[config.mk]
export PLATFORM = sky130hd
export DESIGN_NAME = addsub_issue_ctrl
export DESIGN_NICKNAME = d
export VERILOG_FILES = /design/src/rtl/addsub_pkg.sv /design/src/rtl/adder_subtractor.sv /design/src/rtl/addsub_issue_ctrl.sv
export SDC_FILE = /design/constraint.sdc
export NUM_CORES = 1
export LEC_CHECK = 0
export CAP_MARGIN = 20
export CORE_ASPECT_RATIO = 0.9
export CORE_MARGIN = 2
export CORE_UTILIZATION = 60
export CTS_BUF_LIST = sky130_fd_sc_hd__clkbuf_4
export DETAILED_ROUTE_END_ITERATION = 8
export GPL_TIMING_DRIVEN = 0
export PLACE_DENSITY_LB_ADDON = 0.2
export SETUP_SLACK_MARGIN = 0.2
export SYNTH_ARGS = -nofsm -noshare
export SYNTH_HDL_FRONTEND = slang
export SYNTH_SLANG_ARGS = --single-unit
[constraint.sdc]
create_clock -name clk -period 6.3 [get_ports clk]
set_input_delay 1.575 -clock clk [delete_from_list [all_inputs] [get_ports clk]]
set_output_delay 1.575 -clock clk [all_outputs]
set_load 0.005 [all_outputs]
[src/rtl/addsub_pkg.sv]
// Shared types and encodings for the add/subtract issue stage.
// Imported by the issue controller and the adder core.
package addsub_pkg;

    localparam int WIDTH = 4;

    localparam logic SEL_ADD = 1'b0;
    localparam logic SEL_SUB = 1'b1;

    typedef struct packed {
        logic [WIDTH-1:0] a;
        logic [WIDTH-1:0] b;
        logic             sel;
    } entry_t;

endpackage

[src/rtl/adder_subtractor.sv]
// Combinational add/subtract core.
// Subtract is a + ~b + 1, so cout = 1 means no borrow.
module adder_subtractor #(
    parameter int WIDTH = 4
) (
    input  logic [WIDTH-1:0] a,
    input  logic [WIDTH-1:0] b,
    input  logic             sel,
    output logic [WIDTH-1:0] sout,
    output logic             cout
);

    logic [WIDTH-1:0] bx;
    logic [WIDTH:0]   r;

    assign bx = sel ? ~b : b;
    assign r  = {1'b0, a} + {1'b0, bx} + {{WIDTH{1'b0}}, sel};

    assign sout = r[WIDTH-1:0];
    assign cout = r[WIDTH];

endmodule

[src/rtl/addsub_issue_ctrl.sv]
// Operand FIFO feeding adder_subtractor with a registered,
// back-pressured result handshake.
module addsub_issue_ctrl
    import addsub_pkg::*;
#(
    parameter int WIDTH = addsub_pkg::WIDTH,
    parameter int DEPTH = 4
) (
    input  logic                     clk,
    input  logic                     rst_n,
    input  logic                     in_valid,
    output logic                     in_ready,
    input  logic [WIDTH-1:0]         in_a,
    input  logic [WIDTH-1:0]         in_b,
    input  logic                     in_sel,
    input  logic                     flush,
    output logic                     out_valid,
    input  logic                     out_ready,
    output logic [WIDTH-1:0]         out_sout,
    output logic                     out_cout,
    output logic [$clog2(DEPTH):0]   level
);

    localparam int PW = $clog2(DEPTH) + 1;
    localparam int AW = PW - 1;

    localparam logic [1:0] ST_EMPTY   = 2'd0;
    localparam logic [1:0] ST_PARTIAL = 2'd1;
    localparam logic [1:0] ST_FULL    = 2'd2;

    entry_t        mem [DEPTH];
    entry_t        head;
    logic [PW-1:0] wr_ptr;
    logic [PW-1:0] rd_ptr;
    logic          ptr_eq;
    logic          msb_diff;
    logic [1:0]    state;
    logic          push;
    logic          issue;
    logic [WIDTH-1:0] sum;
    logic          carry;

    assign ptr_eq   = wr_ptr[AW-1:0] == rd_ptr[AW-1:0];
    assign msb_diff = wr_ptr[AW] != rd_ptr[AW];
    assign level    = wr_ptr - rd_ptr;

    // Occupancy class decoded purely from the pointers.
    always_comb begin
        state = ST_PARTIAL;
        unique case (1'b1)
            ptr_eq && !msb_diff: state = ST_EMPTY;
            ptr_eq && msb_diff:  state = ST_FULL;
            default:             state = ST_PARTIAL;
        endcase
    end

    assign in_ready = state != ST_FULL;
    assign push     = in_valid && in_ready;
    assign issue    = (state != ST_EMPTY) && (!out_valid || out_ready);
    assign head     = mem[rd_ptr[AW-1:0]];

    adder_subtractor #(.WIDTH(WIDTH)) u_core (
        .a    (head.a),
        .b    (head.b),
        .sel  (head.sel),
        .sout (sum),
        .cout (carry)
    );

    // Operand storage; contents are don't-care until pushed.
    always_ff @(posedge clk) begin
        if (push && !flush) begin
            mem[wr_ptr[AW-1:0]] <= '{a: in_a, b: in_b, sel: in_sel};
        end
    end

    // Pointer advance and result register; flush wins over everything.
    always_ff @(posedge clk or negedge rst_n) begin
        if (!rst_n) begin
            wr_ptr    <= '0;
            rd_ptr    <= '0;
            out_valid <= 1'b0;
            out_sout  <= '0;
            out_cout  <= 1'b0;
        end else if (flush) begin
            wr_ptr    <= '0;
            rd_ptr    <= '0;
            out_valid <= 1'b0;
        end else begin
            if (push) begin
                wr_ptr <= wr_ptr + PW'(1);
            end
            if (issue) begin
                rd_ptr    <= rd_ptr + PW'(1);
                out_valid <= 1'b1;
                out_sout  <= sum;
                out_cout  <= carry;
            end else if (out_valid && out_ready) begin
                out_valid <= 1'b0;
            end
        end
    end

endmodule

# ---- Yosys cells after proc, flatten, opt, wreduce, memory -nomap -nowiden
# Memories as Yosys holds them, arrays and structs flattened.
# Cells that the tools add are included.
dict set report classes {
  addsub 5
  eq_ne 3
  muxes 11
  bitwise 2
  n_reduce_logical 15
}
# op n
set op_table {}
lappend op_table {{3-bit two-way mux} 4}
lappend op_table {{3-bit by 1-bit adder with 3-bit output (second input constant)} 2}
lappend op_table {{1-bit logical AND} 6}
lappend op_table {{2-bit nonzero test} 3}
lappend op_table {{4-bit by 4-bit adder with 5-bit output} 1}
lappend op_table {{5-bit by 1-bit adder with 5-bit output} 1}
lappend op_table {{1-bit two-way mux} 5}
lappend op_table {{4-bit two-way mux} 1}
lappend op_table {{4-bit inverter} 1}
lappend op_table {{2-bit one-hot mux with 2 select lines} 1}
lappend op_table {{1-bit logical NOT} 3}
lappend op_table {{3-bit nonzero test} 1}
lappend op_table {{3-bit subtractor} 1}
lappend op_table {{2-bit == test} 1}
lappend op_table {{2-bit != test (second input constant)} 1}
lappend op_table {{2-bit AND reduction} 1}
lappend op_table {{1-bit logical OR} 1}
lappend op_table {{1-bit != test} 1}
lappend op_table {{1-bit inverter} 1}
dict set report word_totals {
  reg_bits 12
  mem_bits_rw 36
  inputBits 14
  out_inout_bits 10
  word_cells 42
  mem_count 1
}
# memory depth word_bits rd rd_ports_with_merged_regs wr line_no
set mem_list {}
lappend mem_list {mem 4 9 1 0 1 addsub_issue_ctrl.sv:31} ;# entry_t mem [DEPTH];

# ---- Depth between registers and ports, before layout
# Gate-level depths: netlist (run 1).
dict set report logic_depth {
  word_depth 9
  depth_mapped 9
  mapped_depth_nobuf 8
}

# ---- Modules after synthesis
# A second synthesis (run 1) with hierarchy kept.
dict set report unflattened {
  hier_cells 134
  area_unflattened_um2 2243.4
}
# module n_inst cells_per_inst area_each_um2 seq_area_each_um2
set by_module_without_submodules {}
lappend by_module_without_submodules {addsub_issue_ctrl 1 114 2063.2 1381.3}
lappend by_module_without_submodules {adder_subtractor 1 20 180.2 0.0}

# ---- Worst setup path before layout (run 1)
# OpenSTA, ideal clock, no wires.
dict set report synth_timing {
  path_kind {flip-flop to output port}
  startpoint {reg rd_ptr[1]}
  endpoint {out in_ready}
  arrival_time_ns 1.205
  t_required_ns 4.725
  slack_ns 3.520
  stages_incl_launch_ff 6
  n_path_buf 1
  cell_sequence {dfrtp_1 -> buf_2 -> inv_1 -> ha_1 -> and2_1 -> nand2_1}
}
dict set report synth_between {
  elab_chain_cells 4
  elab_cells_between_ends 5
  classes_between {eq/ne: 2; mux: 1; reduce/logical: 2}
}
# element line_no
set synth_lines {}
lappend synth_lines {{start: declaration} addsub_issue_ctrl.sv:34} ;# logic [PW-1:0] rd_ptr;
lappend synth_lines {{start signal: assignment} addsub_issue_ctrl.sv:94} ;# rd_ptr <= rd_ptr + PW'(1);
lappend synth_lines {{2-bit == test (*)} addsub_issue_ctrl.sv:43} ;# assign ptr_eq = wr_ptr[AW-1:0] == rd_ptr[AW-1:0];
lappend synth_lines {{1-bit logical AND, on equally long branches} {addsub_issue_ctrl.sv:52, addsub_issue_ctrl.sv:51}}
lappend synth_lines {{2-bit one-hot mux with 2 select lines (*)} addsub_issue_ctrl.sv:50} ;# unique case (1'b1)
lappend synth_lines {{2-bit != test (*)} addsub_issue_ctrl.sv:57} ;# assign in_ready = state != ST_FULL;
lappend synth_lines {{end: declaration} addsub_issue_ctrl.sv:12} ;# output logic in_ready,
# Mark *: on every way between the ends. The rest lies on a longest branch, timed or not.

# ---- Final worst setup path (run 1)
# Same ends and word-level chain as after synthesis.

==> out/qor.yml, run 1 <==
yosys.area_share.simple_pct: 5.272
hold_class: "reg -> reg"
clk_pin_slew_ns: 0.15
post-route-util_pct: 70.20
seqPwrFrac_pct: 40.8
core_sq_um: 3652
cts_buffers: 5
synth-seq-area-share_pct: 61.92
syn_to_final_growth_pct: 14.92
yosys_warnings: 0
regArea_sq_um: 1381
tritoncts: "yes"
multi_input_area_sq_um: 792.0
p_leak_nw: 0.9703
clk_latency_ns: 0.37
fp.dieH_um: 61.85
num_vias: 1188
setup_slack_ns: 2.489
final_cell_count_no_fill: 213
cts_sinks: 48
start_util_pct: 61.08
vias_per_cell: 5.577
ys_types: 33
switchingPower_mw: 0.3266
cts_setup_buffers: 0
fmax_mhz: 262.4
synth_compound_area_share_pct: 4.655
critPathMaxFanout: 10
grt_max_degree: 16
grt.total_usage_pct: 20.74
port_buffers: 22
relSlewSlack_pct: 63.00
place_inst: 205
synth_nets: 163
pre_cts_slack_ns: 2.885
place.gp.congestion: 0.7426
nFillCells: 262
die-area_sq_um: 4223
required_ns: 4.72
fin_hold_ws_ns: 0.5378
p_sw_share_pct: 33.64
routedWlPerCell_um: 17.05
drt-initial-drc-count: 76
clock_skew_ns: 0.01460
slew_viol_final: 0
antenna_found_initial: 0
tightest_slew_ns: 0.5550
netlist_instances: 137
setup_viol: 0
drv_cap: 0
r2r_setup_slack_ns: 3.71
power_frac_comb_pct: 44.7
insertedDiodeCount: 0
h-tree-depth: 2
dieWidth_um: 68.28
period_minus_slack_ns: 3.811
avgSynthCellArea_sq_um: 16.28
peakVddDrop_mv: 0.1948
nets: 192
grt_pass1_vias: 1290
yosys.area_share.xor_xnor_pct: 5.048
ys_top_cells_by_count: "edfxtp_1, dfrtp_1, ha_1, inv_1, nor2_1"
finalCritPeriodShare_pct: 60.50
synth-adder-area-share_pct: 7.403
rsz0062_at_grt: "no"
synth.mux.area_fraction_pct: 13.12
startpoint_type: "flop"
powerDensity_nw_per_um2: 378.6
async_flop_share_pct: 25.00
synthTopCellsByArea: "edfxtp_1, dfrtp_1, mux4_1"
drive_gt1_share_pct: 8.982
finalHoldViolCount: 0
dpl-instance-area_sq_um: 2509
synth_seq_cells: 48
grt.overflow.total: 0
final.setup.tns_ns: 0
detailed_place_hpwl_mm: 2.591
synth-main-ff-cell: "edfxtp_1"
yosys.area.top_type: "edfxtp_1"
cts_resized: 0
p_total_mw: 0.9707
criticalPathCategory: "reg -> out"
antenna_left: 0
drc: 0
synth_top_family_by_area: "multiplexers"
p_int_mw: 0.6442
dr.pass1.iters: 4
fin_area_sq_um: 2564
grt_pass1_wl_mm: 5.947
wirelength_mm: 3.631
syn-cell-area_sq_um: 2231
synth_edf_count: 36
synth.most_common_cell: "edfxtp_1"
crit_path_end_kind: "output port"
crit_arrival_ns: 2.24
synth_top_area_share_pct: 48.46
holdBufCountCts: 0
clockBufferDepth: 2
pin_count: 24
num_rows: 21
cts-root-buf: "clkbuf_4"
clkPwrFrac_pct: 14.5
status: "finished clean"
==> cell families after synthesis <==
logic type | Yosys count
DFF | 48
and+or+nand+nor | 24
xor gates and xnor gates | 12
buffers and inverters | 13
muxes | 14
adders and majority gates | 12
AOI/OAI and AO/OA | 14
==> cell type report <==
cell class	instances	area share [%]
multi-input combinational	76	30.89
tap	46	2.245
sequential	48	53.88
clock buffer	5	1.464
clock inverter	3	0.6833
inverter	10	1.464
buffer	3	0.7809
timing repair buffer	22	8.590
==> layer usage <==
metal | vias to the layer above | wire (um) | global-route usage, %
met4 | 0 | 73 | 10.57
met2 | 29 | 1898 | 36.48
li1 | 570 | - | -
met1 | 583 | 1503 | 24.32
met5 | - | 0 | 0
met3 | 6 | 156 | 4.505
==> sequential cells by signal (all words and copies together) (netlist names) <==
name and count:
out_sout 4, out_valid 1, out_cout 1, wr_ptr 3, mem 36, rd_ptr 3
==> worst max-delay path, cell delays in order, from the launching register on <==
cell             delay, ns
dfrtp_1               0.47
buf_2                 0.27
inv_1                 0.07
ha_1                  0.28
and2_1                0.20
nand2_1               0.09
clkdlybuf4s50_1       0.50
==> final timing paths <==
path,start,end,cells after the start
min in group asynchronous,rst_n,out_sout[3],1
max,rd_ptr[1],in_ready,6
max in group asynchronous,rst_n,wr_ptr[0],1
max reg2reg,rd_ptr[0],out_sout[3],8
min reg2reg,out_sout[1],out_sout[1],2
min,out_sout[1],out_sout[1],2
==> cell usage in the layout, fill, tap and decap left out, types with 2 or more instances in the layout <==
cell type,n
clkdlybuf4s50_1,22
o21ai_0,3
mux4_1,7
clkbuf_4,5
fa_1,2
xnor2_1,4
mux4_2,2
xor2_1,7
and2_1,5
inv_1,10
nand2_1,3
mux2i_1,3
dfrtp_1,12
a21oi_1,4
ha_1,10
edfxtp_1,36
o211ai_1,2
nor2_1,10
==> power by group through the flow <==
stage | clock network [mW] | logic [mW] | registers, mW
6_report | 0.141 | 0.434 | 0.396
3_5_place_dp | 0 | 0.435 | 0.405
5_1_grt | 0.157 | 0.493 | 0.401
3_3_place_gp | 0 | 0.418 | 0.401
2_1_floorplan | 0 | 0.296 | 0.401
4_1_cts | 0.146 | 0.437 | 0.397
No activity file was read; power rests on OpenSTA's default activity.
==> inputs of run 2 (changes only) <==
CORE_UTILIZATION = 52   (was 60)
clock period = 3.3 ns   (was 6.3 ns; I/O delays follow)
==> out/qor.yml, run 2 (synthesis results as in run 1) <==
status: "finished clean"
start_util_pct: 54.39
relSlewSlack_pct: 62.66
clk_pin_slew_ns: 0.13
powerDensity_nw_per_um2: 716.7
detailed_place_hpwl_mm: 2.704
finalCritPeriodShare_pct: 90.48
final_common_cell: "edfxtp_1"
met1_usage_pct: 21.27
slew_viol_final: 0
tightest_slew_ns: 0.5584
power_frac_comb_pct: 45.3
die-area_sq_um: 4831
fmax_mhz: 334.9
crit_path_end: "in_ready"
drt-initial-drc-count: 46
grt.total_usage_pct: 17.61
h-tree-depth: 2
busiest_layer: "met2"
regToRegStartpoint: "rd_ptr[0]"
p_leak_nw: 0.9680
antenna_found_initial: 0
place.gp.congestion: 0.7130
crit_start: "rd_ptr[1]"
crit-reg2reg-capture: "out_sout[3]"
required_ns: 2.47
grt_max_degree: 15
nFillCells: 311
p_sw_share_pct: 33.25
nets: 193
routedWlPerCell_um: 17.14
fp.dieH_um: 66.14
switchingPower_mw: 0.6130
met2_usage_pct: 30.18
criticalPathCategory: "reg -> out"
crit_path_end_kind: "output port"
clockBufferDepth: 2
antenna_left: 0
cts_buffers: 5
drv_cap: 0
hold_class: "reg -> reg"
grt.overflow.total: 0
drive_gt1_share_pct: 10.18
port_buffers: 22
rsz0062_at_grt: "no"
r2r_setup_slack_ns: 0.67
critPathMaxFanout: 10
num_rows: 22
r2r.worst_path.cells: 8
clock_skew_ns: 0.008564
place_inst: 207
vias_per_cell: 5.623
dr.pass1.iters: 4
final.setup.tns_ns: 0
finalHoldViolCount: 0
grt_pass1_vias: 1221
grt_pass1_wl_mm: 6.016
cts-root-buf: "clkbuf_4"
crit_arrival_ns: 2.16
final_cell_count_no_fill: 215
clkPwrFrac_pct: 13.6
tritoncts: "yes"
seqPwrFrac_pct: 41.1
core_sq_um: 4101
mostFrequentLayoutCells: "edfxtp_1, clkdlybuf4s50_1, dfrtp_1"
dieWidth_um: 73.04
largest_reg_flops: 36
cts_sinks: 48
holdBufCountCts: 0
pin_count: 24
peakVddDrop_mv: 0.3274
insertedDiodeCount: 0
setup_viol: 0
period_minus_slack_ns: 2.986
p_int_mw: 1.231
drc: 0
wirelength_mm: 3.685
num_vias: 1209
syn_to_final_growth_pct: 15.31
clk_latency_ns: 0.36
use_met3_pct: 5.793
startpoint_type: "flop"
==> run 2: worst min-delay path by stage <==
stage / slack (ns) / cells past startpoint / from / endpoint
CTS: 0.53 / 1 / out_sout[2] / out_sout[2]
floorplan: 0.51 / 1 / out_sout[2] / out_sout[2]
global route: 0.56 / 1 / out_sout[2] / out_sout[2]
global placement: 0.49 / 1 / out_sout[2] / out_sout[2]
finish: 0.52 / 1 / out_sout[2] / out_sout[2]
detailed placement: 0.50 / 1 / out_sout[2] / out_sout[2]
==> run 2: metrics by stage <==
stage               setup WS, ns  utilization (%)  total power, mW  hold WS [ns]  instance area, sq um
CTS                       0.2422            62.51            1.855        0.5298                  2564
global route              0.2017            62.72            1.977        0.5624                  2572
detailed placement        0.5884            61.23            1.601        0.5022                  2511
global placement          0.6162            61.23            1.567        0.4915                  2511
finish                    0.3142            62.72            1.844        0.5215                  2572
floorplan                 0.9067                -            1.331        0.5055                  2231
==> run 2: routing by layer <==
layer  part of all wire [%]  routed length (um)
met2                     51                1884
met4                    1.3                  47
met5                      0                   0
met3                    3.9                 144
met1                     44                1609
==> run 2: power by group through the flow <==
stage	clock network (mW)	logic [mW]	registers (mW)
floorplan	0	0.565	0.766
global route	0.287	0.924	0.766
finish	0.251	0.835	0.758
CTS	0.261	0.834	0.759
detailed placement	0	0.828	0.773
global placement	0	0.802	0.765
==> run 2: area by class of cell <==
cell class	count	area [sq um]	share of cell area, %
buffer	3	22.52	0.8755
multi-input combinational	76	792.0	30.79
sequential	48	1383	53.75
inverter	10	37.54	1.459
timing repair buffer	23	227.7	8.852
tap	48	60.06	2.335
clock buffer	5	37.54	1.459
clock inverter	2	12.51	0.4864
==> run 2: worst max-delay path: stages, from the launching register on <==
cell and delay (ns):
dfrtp_2 0.44, buf_4 0.21, inv_1 0.06, ha_1 0.28, and2_1 0.21, nand2_1 0.09
clkdlybuf4s50_1 0.49
==> run 2: what timing repair did <==
action / 4_1_cts / 5_1_grt
setup endpoints to repair: 1 / 2
resized for setup: 1 / 1
endpoints found under the hold margin: 0 / 0
buffers inserted: 0 / 1
==> inputs of run 3 (changes only) <==
PLACE_DENSITY = 0.77   (was unset)
PLACE_DENSITY_LB_ADDON = unset   (was 0.2)
==> out/qor.yml, run 3 (synthesis results as in run 1) <==
p_leak_nw: 0.9658
pin_count: 24
powerDensity_nw_per_um2: 719.6
rsz0062_at_grt: "no"
cts_buffers: 5
post-route-util_pct: 62.87
max_stage_delay_ns: 0.49
tritoncts: "yes"
final_cell_count_no_fill: 216
crit_start: "rd_ptr[1]"
fmax_mhz: 336.0
status: "finished clean"
syn_to_final_growth_pct: 15.59
fin_area_sq_um: 2579
antenna_left: 0
mostFrequentLayoutCells: "edfxtp_1, clkdlybuf4s50_1, dfrtp_1"
setup_viol: 0
clk_latency_ns: 0.36
port_buffers: 22
startpoint_type: "flop"
setup_slack_ns: 0.3237
slew_viol_final: 0
pre_cts_slack_ns: 0.6147
crit_arrival_ns: 2.15
dr.pass1.iters: 4
num_vias: 1177
final_common_cell: "edfxtp_1"
finalHoldViolCount: 0
clock_skew_ns: 0.01088
drv_cap: 0
hold_class: "reg -> reg"
cts_sinks: 48
place_inst: 207
vias_per_cell: 5.449
period_minus_slack_ns: 2.976
p_total_mw: 1.856
largest_reg_flops: 36
drt-initial-drc-count: 58
fin_hold_ws_ns: 0.5301
required_ns: 2.47
core_sq_um: 4101
tightest_slew_ns: 0.5399
grt.overflow.total: 0
grt.total_usage_pct: 16.79
regToRegStartpoint: "rd_ptr[0]"
wirelength_mm: 3.571
drc: 0
cts-root-buf: "clkbuf_4"
holdBufCountCts: 0
fp.dieH_um: 66.14
die-area_sq_um: 4831
routedWlPerCell_um: 16.53
cp_top_family: "buffers and inverters"
antenna_found_initial: 0
place.gp.congestion: 0.7437
cp.buffers_inverters: 3
hp-start: "out_sout[2]"
crit_path_end_kind: "output port"
grt_max_degree: 16
h-tree-depth: 2
critPathMaxFanout: 10
detailed_place_hpwl_mm: 2.615
finalCritPeriodShare_pct: 90.19
clockBufferDepth: 2
drive_gt1_share_pct: 10.12
clk_pin_slew_ns: 0.14
num_rows: 22
final.setup.tns_ns: 0
dieWidth_um: 73.04
grt_pass1_wl_mm: 5.727
cp_cell_sequence: "buf_4 -> inv_1 -> ha_1 -> and2_1 -> nand2_1 -> clkdlybuf4s50_1"
cp_slowest_cell: "clkdlybuf4s50_1"
start_util_pct: 54.39
criticalPathCategory: "reg -> out"
grt_pass1_vias: 1165
nets: 193
insertedDiodeCount: 0
relSlewSlack_pct: 63.63
peakVddDrop_mv: 0.2849
dpl-instance-area_sq_um: 2511
==> run 3: report_power, final <==
| group | total, mW | switching (mW) | internal, mW |
|---|---|---|---|
| logic | 0.837 | 0.400 | 0.437 |
| clock network | 0.265 | 0.185 | 0.0804 |
| registers | 0.754 | 0.0368 | 0.717 |
| total | 1.86 | 0.621 | 1.23 |
==> run 3: what timing repair did <==
action,CTS,global route
pin swaps,0,0
buffers inserted,0,1
setup endpoints to repair,1,2
resized for setup,1,1
==> run 3: layer usage <==
| metal | global-route usage, % | wire (um) | vias up |
|---|---|---|---|
| met2 | 26.35 | 1720 | 28 |
| met4 | 6.944 | 39 | 0 |
| met3 | 4.421 | 144 | 4 |
| li1 | - | - | 571 |
| met5 | 0 | 0 | - |
| met1 | 22.26 | 1667 | 574 |
==> run 3: path summary, 6_finish.rpt <==
check                              endpoint  slack [ns]  depth (start not counted)
worst max register to register  out_sout[3]        0.70                          8
min in group asynchronous         rd_ptr[2]        0.79                          1
worst min-delay path            out_sout[2]        0.53                          1
worst min register to register  out_sout[2]        0.53                          1
worst max-delay path               in_ready        0.32                          6
max in group asynchronous         rd_ptr[1]        2.12                          1
==> run 3: final cells by class <==
| cell class | count | area (sq um) |
|---|---|---|
| buffer | 3 | 22.52 |
| clock buffer | 5 | 37.54 |
| clock inverter | 3 | 18.77 |
| fill | 303 | 1523 |
| inverter | 10 | 37.54 |
| multi-input combinational | 76 | 792.0 |
| sequential | 48 | 1383 |
| tap | 48 | 60.06 |
| timing repair buffer | 23 | 227.7 |
==> RTL change: new RTL, settings of run 2 <==
The parameter `DEPTH` goes from 4 to 8.
--- a/src/rtl/addsub_issue_ctrl.sv
+++ b/src/rtl/addsub_issue_ctrl.sv
@@ -4,7 +4,7 @@
     import addsub_pkg::*;
 #(
     parameter int WIDTH = addsub_pkg::WIDTH,
-    parameter int DEPTH = 4
+    parameter int DEPTH = 8
 ) (
     input  logic                     clk,
     input  logic                     rst_n,
Interface: changed (resized level); port bits go from 24 to 25. The function was not compared with the original's and may differ.
==> RTL change against run 2 <==
Register-to-register slack got worse by 0.24 ns. Fmax fell by 2.0%. Sequential cell count increased by 38. Count of clock-buffer cells in the layout up 5. Clock power grew to 3.0 times the old value. Setup slack lost 0.061 ns. Synthesized cell count rose by 64%. Highest routed layer unchanged. Wire length increased by 78%. Area after synthesis is 66% higher. Total power is 64% higher. Design area is 69% higher. Final cell count is 69% higher.
==> RTL change: results (changes against run 2) <==
[logic_synthesis]
synthArstFlopShare_pct = 16.3  ; was 25.0%
postSynthNetCount = 248  ; was 163
yosysSeqAreaShare_pct = 67.8  ; was 61.9%
synth_enable_flop_cells = 72  ; was 36
yosys-top-cells-area = sky130_fd_sc_hd__edfxtp_1, sky130_fd_sc_hd__dfrtp_1, sky130_fd_sc_hd__mux4_2  ; was sky130_fd_sc_hd__edfxtp_1, sky130_fd_sc_hd__dfrtp_1, sky130_fd_sc_hd__mux4_1
netlist_instances = 224  ; was 137

[finish]
final-instance-count-excl-fill = 363  ; was 215
fraction_of_final_layout_cells_sized_beyond_drive_strength_1_pct = 17.0  ; was 10.2%
n_fill_cell = 516  ; was 311

[placement]
preCtsSetupSlack_ns = -0.474  ; was 0.588 ns
place_inst = 343  ; was 207
place_congestion = 0.796  ; was 0.713
dp_hpwl_mm = 4.31  ; was 2.70 mm
placedInstanceArea_um2 = 4090  ; was 2510 um2

[sta]
finClkSkew_ns = 0.0224  ; was 0.00856 ns
final_cycle_utilization_of_the_critical_path_pct = 92.3  ; was 90.5%
worst_hold_slack_ns = 0.498  ; was 0.521 ns
max_slew.worst_pin.slew_ns = 1.07  ; was 0.558 ns

[route]
post_drt_wl_per_cell_um = 18.1  ; was 17.1 um
violation_count_after_the_first_detailed_routing_iteration = 98  ; was 46
routed_via_density = 5.37  ; was 5.62

[global_route]
grt_pass1_wl_mm = 10.5  ; was 6.02 mm
first_global_vias = 1917  ; was 1221
groute.usage.overall_pct = 18.7  ; was 17.6%
grt_start_max_net_pins = 16  ; was 15

[run_status]
outcome = completed  ; unchanged

[clock_network]
worstSkewPairLatency_ns = 0.43  ; was 0.36 ns
htree_levels = 3  ; was 2

[critical_path]
regToRegSetupSlack_ns = 0.43  ; was 0.67 ns

-- RTL change: layout make-up --
class / instances / area, um2 / share of cell area, %
Buffer: 7 / 66.3 / 1.52
Clock buffer: 10 / 75.1 / 1.73
Clock inverter: 6 / 116 / 2.68
Inverter: 11 / 41.3 / 0.949
Multi-Input combinational cell: 120 / 1140 / 26.2
Sequential cell: 86 / 2510 / 57.8
Tap cell: 93 / 116 / 2.68
Timing Repair Buffer: 30 / 284 / 6.53
-- RTL change: power by group --
group          total, W  leakage [nW]  internal [W]  switching, W
registers       0.00127         0.834       0.00124     0.0000323
logic           0.00101         0.660      0.000530      0.000475
clock network  0.000751         0.102      0.000399      0.000352
-- RTL change: layer usage --
| layer | vias to the layer above | GRT usage (%) | share of wire, % |
|---|---|---|---|
| li1 | 934 | - | - |
| met1 | 974 | 27.1 | 49 |
| met2 | 32 | 28.1 | 47 |
| met3 | 8 | 4.61 | 3.1 |
| met4 | 0 | 6.55 | 1.3 |
| met5 | - | 0 | 0 |
-- RTL change: cell families after synthesis --
| group | after synthesis | synth area share [%] |
|---|---|---|
| simple gates | 52 | 6.05 |
| compound gates | 18 | 2.80 |
| xor+xnor | 15 | 3.55 |
| buf+inv | 18 | 2.06 |
| mux | 25 | 13.9 |
| fa+ha+maj | 10 | 3.78 |
| flops | 86 | 67.8 |
-- RTL change: timing repair --
item,4_1_cts,5_1_grt
cloned,0,0
endpoints found under the setup margin,79,7
buffers inserted,3,1
gates resized for setup,16,4
-- RTL change: final timing paths --
check | from | to | cells after the start
setup / recovery | rd_ptr[1] | in_ready | 7
hold / removal | out_sout[0] | out_sout[0] | 2
setup reg to reg | rd_ptr[0] | out_cout | 10
hold reg to reg | out_sout[0] | out_sout[0] | 2
max in group asynchronous | rst_n | out_sout[0] | 1
min in group asynchronous | rst_n | rd_ptr[3] | 1
